[config.mk]
export PLATFORM = sky130hd
export DESIGN_NAME = fetch_stage
export DESIGN_NICKNAME = d
export VERILOG_FILES = /design/src/rtl/fetch_stage.sv
export SDC_FILE = /design/constraint.sdc
export NUM_CORES = 1
export LEC_CHECK = 0
export BUFFER_PORTS_ARGS = -buffer_cell sky130_fd_sc_hd__buf_4
export CAP_MARGIN = 20
export CORE_MARGIN = 1.5
export CORE_UTILIZATION = 51
export CTS_CLUSTER_SIZE = 12
export DETAILED_ROUTE_END_ITERATION = 16
export PLACE_DENSITY = 0.8
export SYNTH_ARGS = -nofsm -noshare
export SYNTH_HDL_FRONTEND = slang
export SYNTH_SLANG_ARGS = --single-unit
[constraint.sdc]
create_clock -name clk -period 2.36 [get_ports clk]
set_input_delay 0.354 -clock clk [delete_from_list [all_inputs] [get_ports clk]]
set_output_delay 0.354 -clock clk [all_outputs]
set_load 0.005 [all_outputs]
[src/rtl/fetch_stage.sv]
// Instruction-fetch stage: issues one imem request at a time from the PC,
// loads the returned instruction and its PC into the IF/ID register, holds it
// across decode stalls and discards in-flight fetches on a branch flush.
module fetch_stage #(
  parameter int                   ADDR_W    = 64,
  parameter int                   INSTR_W   = 32,
  parameter logic [INSTR_W-1:0]   NOP_INSTR = 32'hD503201F
) (
  input  logic               clk,
  input  logic               reset,          // active-low, asynchronous
  input  logic [ADDR_W-1:0]  pc,
  output logic               pc_advance,
  output logic               imem_req_valid,
  output logic [ADDR_W-1:0]  imem_req_addr,
  input  logic               imem_req_ready,
  input  logic               imem_rsp_valid,
  input  logic [INSTR_W-1:0] imem_rsp_data,
  input  logic               stall,
  input  logic               flush,
  output logic               if_id_valid,
  output logic [INSTR_W-1:0] if_id_instr,
  output logic [ADDR_W-1:0]  if_id_pc
);

  typedef enum logic [1:0] {REQ, WAIT, HOLD, DROP} state_t;

  state_t             state, next_state;
  logic [ADDR_W-1:0]  req_pc;
  logic [INSTR_W-1:0] hold_instr;
  logic               hold_vld;
  logic               load;          // an instruction enters IF/ID this edge
  logic               capture;       // response parked in the hold buffer
  logic [INSTR_W-1:0] load_instr;
  logic               handshake;

  // Request is masked while reset is held so nothing leaks out during reset.
  assign imem_req_valid = (state == REQ) && reset;
  assign imem_req_addr  = pc;
  assign handshake      = imem_req_valid && imem_req_ready;
  // The PC only steps on the edge an instruction actually lands in IF/ID.
  assign pc_advance     = load;

  // Next-state and load decode; flush always wins and suppresses any load.
  always_comb begin
    next_state = state;
    load       = 1'b0;
    capture    = 1'b0;
    load_instr = imem_rsp_data;
    case (state)
      REQ: begin
        if (handshake) next_state = flush ? DROP : WAIT;
      end
      WAIT: begin
        if (imem_rsp_valid) begin
          if (flush) begin
            next_state = REQ;            // response dies with the flush
          end else if (stall) begin
            capture    = 1'b1;
            next_state = HOLD;
          end else begin
            load       = 1'b1;
            next_state = REQ;
          end
        end else if (flush) begin
          next_state = DROP;             // response still in flight
        end
      end
      HOLD: begin
        if (flush) begin
          next_state = REQ;
        end else if (!stall && hold_vld) begin
          load       = 1'b1;
          load_instr = hold_instr;
          next_state = REQ;
        end
      end
      DROP: begin
        if (imem_rsp_valid) next_state = REQ;   // swallow the stale response
      end
      default: next_state = REQ;
    endcase
  end

  // Fetch control state, request PC and hold buffer.
  always_ff @(posedge clk or negedge reset) begin
    if (!reset) begin
      state      <= REQ;
      req_pc     <= '0;
      hold_instr <= '0;
      hold_vld   <= 1'b0;
    end else begin
      state <= next_state;
      if (handshake) req_pc <= pc;
      if (capture) begin
        hold_instr <= imem_rsp_data;
        hold_vld   <= 1'b1;
      end else if (flush || load) begin
        hold_vld   <= 1'b0;
      end
    end
  end

  // IF/ID register: flush clears, stall holds, otherwise load or bubble.
  always_ff @(posedge clk or negedge reset) begin
    if (!reset) begin
      if_id_valid <= 1'b0;
      if_id_instr <= NOP_INSTR;
      if_id_pc    <= '0;
    end else if (flush) begin
      if_id_valid <= 1'b0;
      if_id_instr <= NOP_INSTR;
    end else if (!stall) begin
      if (load) begin
        if_id_valid <= 1'b1;
        if_id_instr <= load_instr;
        if_id_pc    <= req_pc;
      end else begin
        if_id_valid <= 1'b0;
        if_id_instr <= NOP_INSTR;
      end
    end
  end

endmodule

==> reports/results.ini, run 1 <==
[timing]
layout_setup_ws_ns = 0.1334
fin_crit_ns = 2.227
fin_crit_sh_pct = 94.35
setup_viol = 0
hold_slack_ns = 0.1279
worst_slew_pin_slew_ns = 1.077
timing.fmax_ghz = 0.4491
finalHoldViolations = 0
finalClockSkew_ns = 0.007840
slew_violations = 0
max_slew_margin_pct = 28.17

[cells_and_area]
area_growth_pct = 28.36
nFillCells = 1157
final_nets = 904
layout-drive-gt1-share_pct = 60.20
final_util_pct = 66.72
diodes = 0
post-route-cell-area_um2 = 10560

[floorplanning]
dieHeight_um = 130.0
initial_core_util_pct = 51.98
core_area_um2 = 15830
die_x_um = 130.0
die_area_um2 = 16900
rows = 46
pin_count = 265

[clocking]
clk_path_buf_depth = 2
numCtsBuffers = 17
htree_levels = 4
cts_root_buf = clkbuf_16
post_cts_buffers = 0
path_clk_slew_ns = 0.06
cts_tree = done
cts_sinks = 196
holdBufCountCts = 0
clk_latency_ns = 0.42

[critical_path]
required_ns = 2.01
reg2reg_slack_ns = 0.30
arrival_ns = 1.87
rr_worst_depth = 7
crit_family = buffers and inverters
r2r-end = if_id_pc[1]
max_stage_delay_ns = 0.43
crit_cells = 8
slowest_stage = dfrtp_1
cp_num_buf_inv = 4
r2r-start = state[0]
path_class = register to output port
critPathMaxFanout = 10
critPathCaptureType = output port
start_kind = register
crit_chain = inv_2, ha_1, nand2_1, nand2_1, nand3_2, clkinv_4, buf_4, buf_4

[min_path]
hold_class = primary input to async pin

[power]
p_per_area_nw_per_um2 = 1103
p_total_mw = 11.65
peakVddDrop_uv = 530.9
p_leak_nw = 5.248

[global_routing]
grtUsageMet1_pct = 25.31
grt.busiest_layer = met2
met3_usage_pct = 4.100
grtUsageMet2_pct = 38.06
grt_overflow = 0
grt_pass1_wl_um = 27620
grt_max_degree = 197
first_global_vias = 5641
antenna_found_initial = 0
grt_usage_pct = 21.13

[logic_synthesis]
avgSynthCellArea_um2 = 13.85
synth_fp_nets = 701
ys_seq_area_share_pct = 59.82
async_flop_share_pct = 100.0
synth-seq-cells = 196
synth_ff_type = dfrtp_1
yosys.area.top_type = dfrtp_1
synthCells = 594
synthTopCellsByArea = dfrtp_1 (56%), mux2_2 (22%), buf_4 (5.9%)
synthDistinctLibCells = 24
synth.most_common_cell = dfrtp_1
synthAdderAreaFrac_pct = 0.7605
synth_simple_gate_area_share_pct = 3.909
synth_edf_count = 0
ys_warn_count = 0
synth_top_family_by_area = multiplexers
synthMuxAreaShare_pct = 24.47
synth_area_um2 = 8227
synth_compound_area_share_pct = 2.555
synth_xor_area_share_pct = 0
netlist_top_cells_count = dfrtp_1 (183), mux2_2 (161), buf_4 (65)
synth_top_area_share_pct = 55.67

[place]
dpl_cell_area_um2 = 9926
post-place-ws_ns = 0.3573
post-dp-hpwl_um = 12610
gp_congestion = 0.8011
portBuffers = 264

[status]
outcome = finished, final reports clean

[routing]
viasPerCell = 5.103
route.detailed.drc = 0
drt-total-wl_um = 17580
drt_iter0_drc = 252
via_count = 5231
drt-pass1-iter-count = 6
wl_per_cell_um = 17.16
postRouteAntennaNets = 0

[run]
cap_violations = 0

-- worst register-to-register path: cells and delay by family (launching register included) --
kind,cells,cell delay (ns)
adders and majority gates,1,0.21
buffers and inverters,2,0.59
DFF,1,0.43
muxes,1,0.42
and+or+nand+nor,3,0.30
-- sequential cells by signal, summed over array words and instances, names as in the netlist --
signal       flops
if_id_valid      1
req_pc          64
state            2
hold_vld         1
hold_instr      32
if_id_pc        64
if_id_instr     32
-- where the power goes --
| part | total (mW) | switching (mW) | internal (mW) |
|---|---|---|---|
| sequential | 5.48 | 0.727 | 4.76 |
| clock | 2.98 | 1.22 | 1.76 |
| combinational | 3.19 | 1.13 | 2.06 |
| total | 11.7 | 3.08 | 8.57 |
-- final cells by class --
class                   count  area, µm²  share of cell area [%]
inverters                   5      23.77                  0.2251
multi-input cells         302       2620                   24.81
repair buffers            275       2108                   19.96
clock inverters            11      150.1                   1.422
well taps                 216      270.3                   2.559
flip-flops and latches    196       4921                   46.60
clock buffers              20      466.7                   4.419
-- per-layer routing --
layer / vias up / share of wire, %
met5: - / 0
met4: 0 / 1.4
met3: 18 / 5.0
met2: 166 / 55
met1: 2674 / 39
li1: 2373 / -
-- worst max-delay path by stage --
| stage | from | end | slack, ns |
|---|---|---|---|
| 2_1_floorplan | state[1] | pc_advance | 0.60 |
| 3_3_place_gp | state[1] | if_id_pc[22] | 0.44 |
| 3_5_place_dp | state[1] | if_id_pc[16] | 0.36 |
| 4_1_cts | state[1] | pc_advance | 0.01 |
| 5_1_grt | state[0] | pc_advance | -0.01 |
| 6_report | state[0] | pc_advance | 0.13 |
-- cells by family (layout without fill, tap and decap cells) --
| kind of cell | count (synthesis) | after routing |
|---|---|---|
| AO/OA/AOI/OAI | 38 | 38 |
| adder cells (fa/ha/maj) | 5 | 5 |
| buffers and inverters | 96 | 311 |
| flip-flops | 196 | 196 |
| multiplexers | 181 | 181 |
| AND/OR/NAND/NOR | 78 | 78 |
-- layout by cell type, fill, tap and decap left out, drive strengths merged, types with 6 or more instances in the layout --
cell type	count
a31oi	13
buf	274
clkbuf	21
clkinv	6
dfrtp	183
dfstp	13
inv	6
mux2	161
mux2i	20
nand2	56
nor2	15
o21ai	22
-- stage by stage --
stage | cells | TNS, ns
global placement | 994 | 0
finish | 1025 | 0
CTS | 1025 | 0
floorplan | 594 | 0
global route | 1025 | -0.01293
detailed placement | 994 | 0
-- repair_timing --
item | in CTS | in global routing
resized for setup | 0 | 5
endpoints found under the hold margin | 0 | 0
endpoints found under the setup margin | 0 | 1
Note: power is estimated with default switching activity, not from simulation.
==> run 2, diff against run 1 <==
Settings changed: ABC_AREA from default to 1.
==> run 2 against run 1 <==
Effect of this change: largest cell class unchanged; register-to-register slack improved by 0.29 ns; critical path type unchanged; clock skew down 0.00062 ns; non-clock buffer count fell by 1; global-route usage increased by 0.076 points; fmax up 11%; critical endpoint unchanged; largest power group unchanged.
==> reports/results.ini, run 2 <==
[logic_synthesis]
async_flop_share_pct = 100.0  ; unchanged
avgSynthCellArea_um2 = 9.181  ; -34%
synth_simple_gate_area_share_pct = 17.84  ; +14 points
synthCells = 915  ; +54%
netlist_top_cells_count = nand2_1 (279), dfrtp_1 (183), nor2_1 (109)
synthTopCellsByArea = dfrtp_1 (55%), nand2_1 (12%), buf_4 (6.3%)
synth_fp_nets = 1022  ; +46%
synth_top_area_share_pct = 54.51  ; -1.2 points
synth_ff_type = dfrtp_1
synth_xor_area_share_pct = 0  ; unchanged
synth.most_common_cell = nand2_1
synth_compound_area_share_pct = 6.196  ; +3.6 points
synthAdderAreaFrac_pct = 0.7447  ; -0.016 points
ys_seq_area_share_pct = 58.58  ; -1.2 points
synth_top_family_by_area = simple AND/OR/NAND/NOR gates
synthMuxAreaShare_pct = 4.692  ; -20 points
ys_warn_count = 0  ; unchanged
synthDistinctLibCells = 19  ; -21%
synth_area_um2 = 8401  ; +2.1%
yosys.area.top_type = dfrtp_1
synth-seq-cells = 196  ; unchanged
synth_edf_count = 0  ; unchanged

[critical_path]
required_ns = 2.01  ; about the same
arrival_ns = 1.66  ; -0.21 ns
critPathMaxFanout = 4  ; -6
critPathCaptureType = output port
start_kind = register
path_class = register to output port

[global_routing]
grt_overflow = 0  ; unchanged
grt_pass1_wl_um = 29630  ; +7.3%
grt_max_degree = 197  ; unchanged
grt_usage_pct = 21.21  ; +0.076 points
antenna_found_initial = 0  ; unchanged
first_global_vias = 6029  ; +6.9%

[power]
peakVddDrop_uv = 544.7  ; +2.6%
p_total_mw = 11.09  ; -4.8%
p_leak_nw = 5.834  ; +11%
p_per_area_nw_per_um2 = 1045  ; -5.3%

[cells_and_area]
largestRegisters = if_id_pc x64, req_pc x64
final_cell_mix = nand2_1 (278), buf_4 (271), dfrtp_1 (183)
final_nets = 1208  ; +34%
layout-drive-gt1-share_pct = 32.23  ; -28 points
diodes = 0  ; unchanged
area_growth_pct = 26.38
layout_commonest_cell = nand2_1

[clocking]
post_cts_buffers = 0  ; unchanged
path_clk_slew_ns = 0.07  ; about the same
cts_resized = 0  ; unchanged
cts_root_buf = clkbuf_16
cts_tree = done
htree_levels = 4  ; unchanged
holdBufCountCts = 0  ; unchanged
cts_sinks = 196  ; unchanged
clk_path_buf_depth = 2  ; unchanged
clk_latency_ns = 0.42  ; about the same
numCtsBuffers = 17  ; unchanged

[floorplanning]
die_x_um = 131.3  ; +1.0%
die_area_um2 = 17250  ; +2.1%
rows = 46  ; unchanged
dieHeight_um = 131.3  ; +1.0%
initial_core_util_pct = 52.50  ; +0.53 points
core_area_um2 = 16000  ; +1.1%
pin_count = 265  ; unchanged

[timing]
rsz0062_at_grt = no
max_slew_margin_pct = 32.51  ; +4.3 points
setup_tns_ns = 0  ; unchanged
finalClockSkew_ns = 0.007219  ; -0.0006212 ns
slew_violations = 0  ; unchanged
fin_crit_ns = 2.013  ; -0.2134 ns
timing.fmax_ghz = 0.4967  ; +11%
setup_viol = 0  ; unchanged
fin_crit_sh_pct = 85.31  ; -9.0 points
worst_slew_pin_slew_ns = 1.012  ; -0.06507 ns
finalHoldViolations = 0  ; unchanged

[routing]
via_count = 6367  ; +22%
drt_iter0_drc = 375  ; +49%
drt-pass1-iter-count = 4  ; -2
drt-total-wl_um = 17770  ; +1.1%
viasPerCell = 4.787  ; -6.2%
postRouteAntennaNets = 0  ; unchanged
wl_per_cell_um = 13.36  ; -22%
route.detailed.drc = 0  ; unchanged

[place]
post-dp-hpwl_um = 12060  ; -4.4%
gp_congestion = 0.7447  ; -7.0%
portBuffers = 264  ; unchanged

[min_path]
hold_class = primary input to register

[run]
cap_violations = 0  ; unchanged

[status]
outcome = finished, final reports clean

run 2: changes by cell type after synthesis, sizes merged, moves of 4 or more:
cell / before / now
nand2: 56 / 280
mux2: 161 / 35
nor2: 15 / 110
inv: 5 / 71
a21oi: 2 / 43
o21ai: 22 / 61
mux2i: 20 / 0
buf: 85 / 100
a31oi: 13 / 0
nand3: 2 / 6
run 2: worst max-delay path: stages (launching register included):
cell	delay, ns
dfrtp_1	0.39
inv_1	0.09
ha_1	0.23
nand2_1	0.11
nand2_1	0.09
nand2_4	0.09
clkinv_1	0.09
buf_4	0.15
run 2: metal layers:
layer  GRT usage (%)  vias up  part of all wire, %
met2           34.57      213                   49
met5               0        -                    0
li1                -     3125                    -
met1           27.70     3004                   43
met3           5.517       25                  6.6
met4           7.222        0                  1.9
run 2: cell type report:
class / instances / area, µm²
fill: 1305 / 5384
sequential: 196 / 4921
multi-input combinational: 540 / 2501
timing repair buffer: 274 / 2088
clock buffer: 20 / 446.7
inverter: 72 / 270.3
tap: 216 / 270.3
clock inverter: 12 / 118.9
run 2: cells by family (layout without fill, tap and decap cells):
logic type               after synthesis  count (layout)
AO/OA/AOI/OAI                        104             104
AND/OR/NAND/NOR                      396             396
adder cells (fa/ha/maj)                5               5
buffers and inverters                179             378
flip-flops                           196             196
multiplexers                          35              35
run 2: final timing paths:
| kind | startpoint | to | slack [ns] | cells after the start |
|---|---|---|---|---|
| worst max-delay path | state[0] | pc_advance | 0.35 | 7 |
| worst min-delay path | pc[36] | req_pc[36] | 0.17 | 2 |
| worst max register to register | state[0] | if_id_instr[30] | 0.59 | 8 |
| worst min register to register | req_pc[51] | if_id_pc[51] | 0.46 | 2 |
| max in group asynchronous | reset | req_pc[0] | 1.42 | 2 |
| min in group asynchronous | reset | hold_instr[11] | 0.21 | 2 |
run 2: report_power, final:
group	internal, mW	switching [mW]	leakage, nW
logic	1.58	1.39	3.16
clock network	1.51	1.28	0.274
registers	4.69	0.655	2.40
run 2: through the flow:
| stage | instance area [µm²] | hold slack (ns) | cells | worst slack [ns] | utilization (%) |
|---|---|---|---|---|---|
| after floorplan | 8401 | 0.05841 | 915 | 0.7712 | - |
| after global placement | 10050 | 0.4420 | 1298 | 0.6548 | 62.82 |
| after detailed placement | 10050 | 0.4510 | 1298 | 0.6009 | 62.82 |
| after CTS | 10620 | 0.1517 | 1330 | 0.3264 | 66.35 |
| after global routing | 10620 | 0.1485 | 1330 | 0.1750 | 66.35 |
| final | 10620 | 0.1677 | 1330 | 0.3468 | 66.35 |
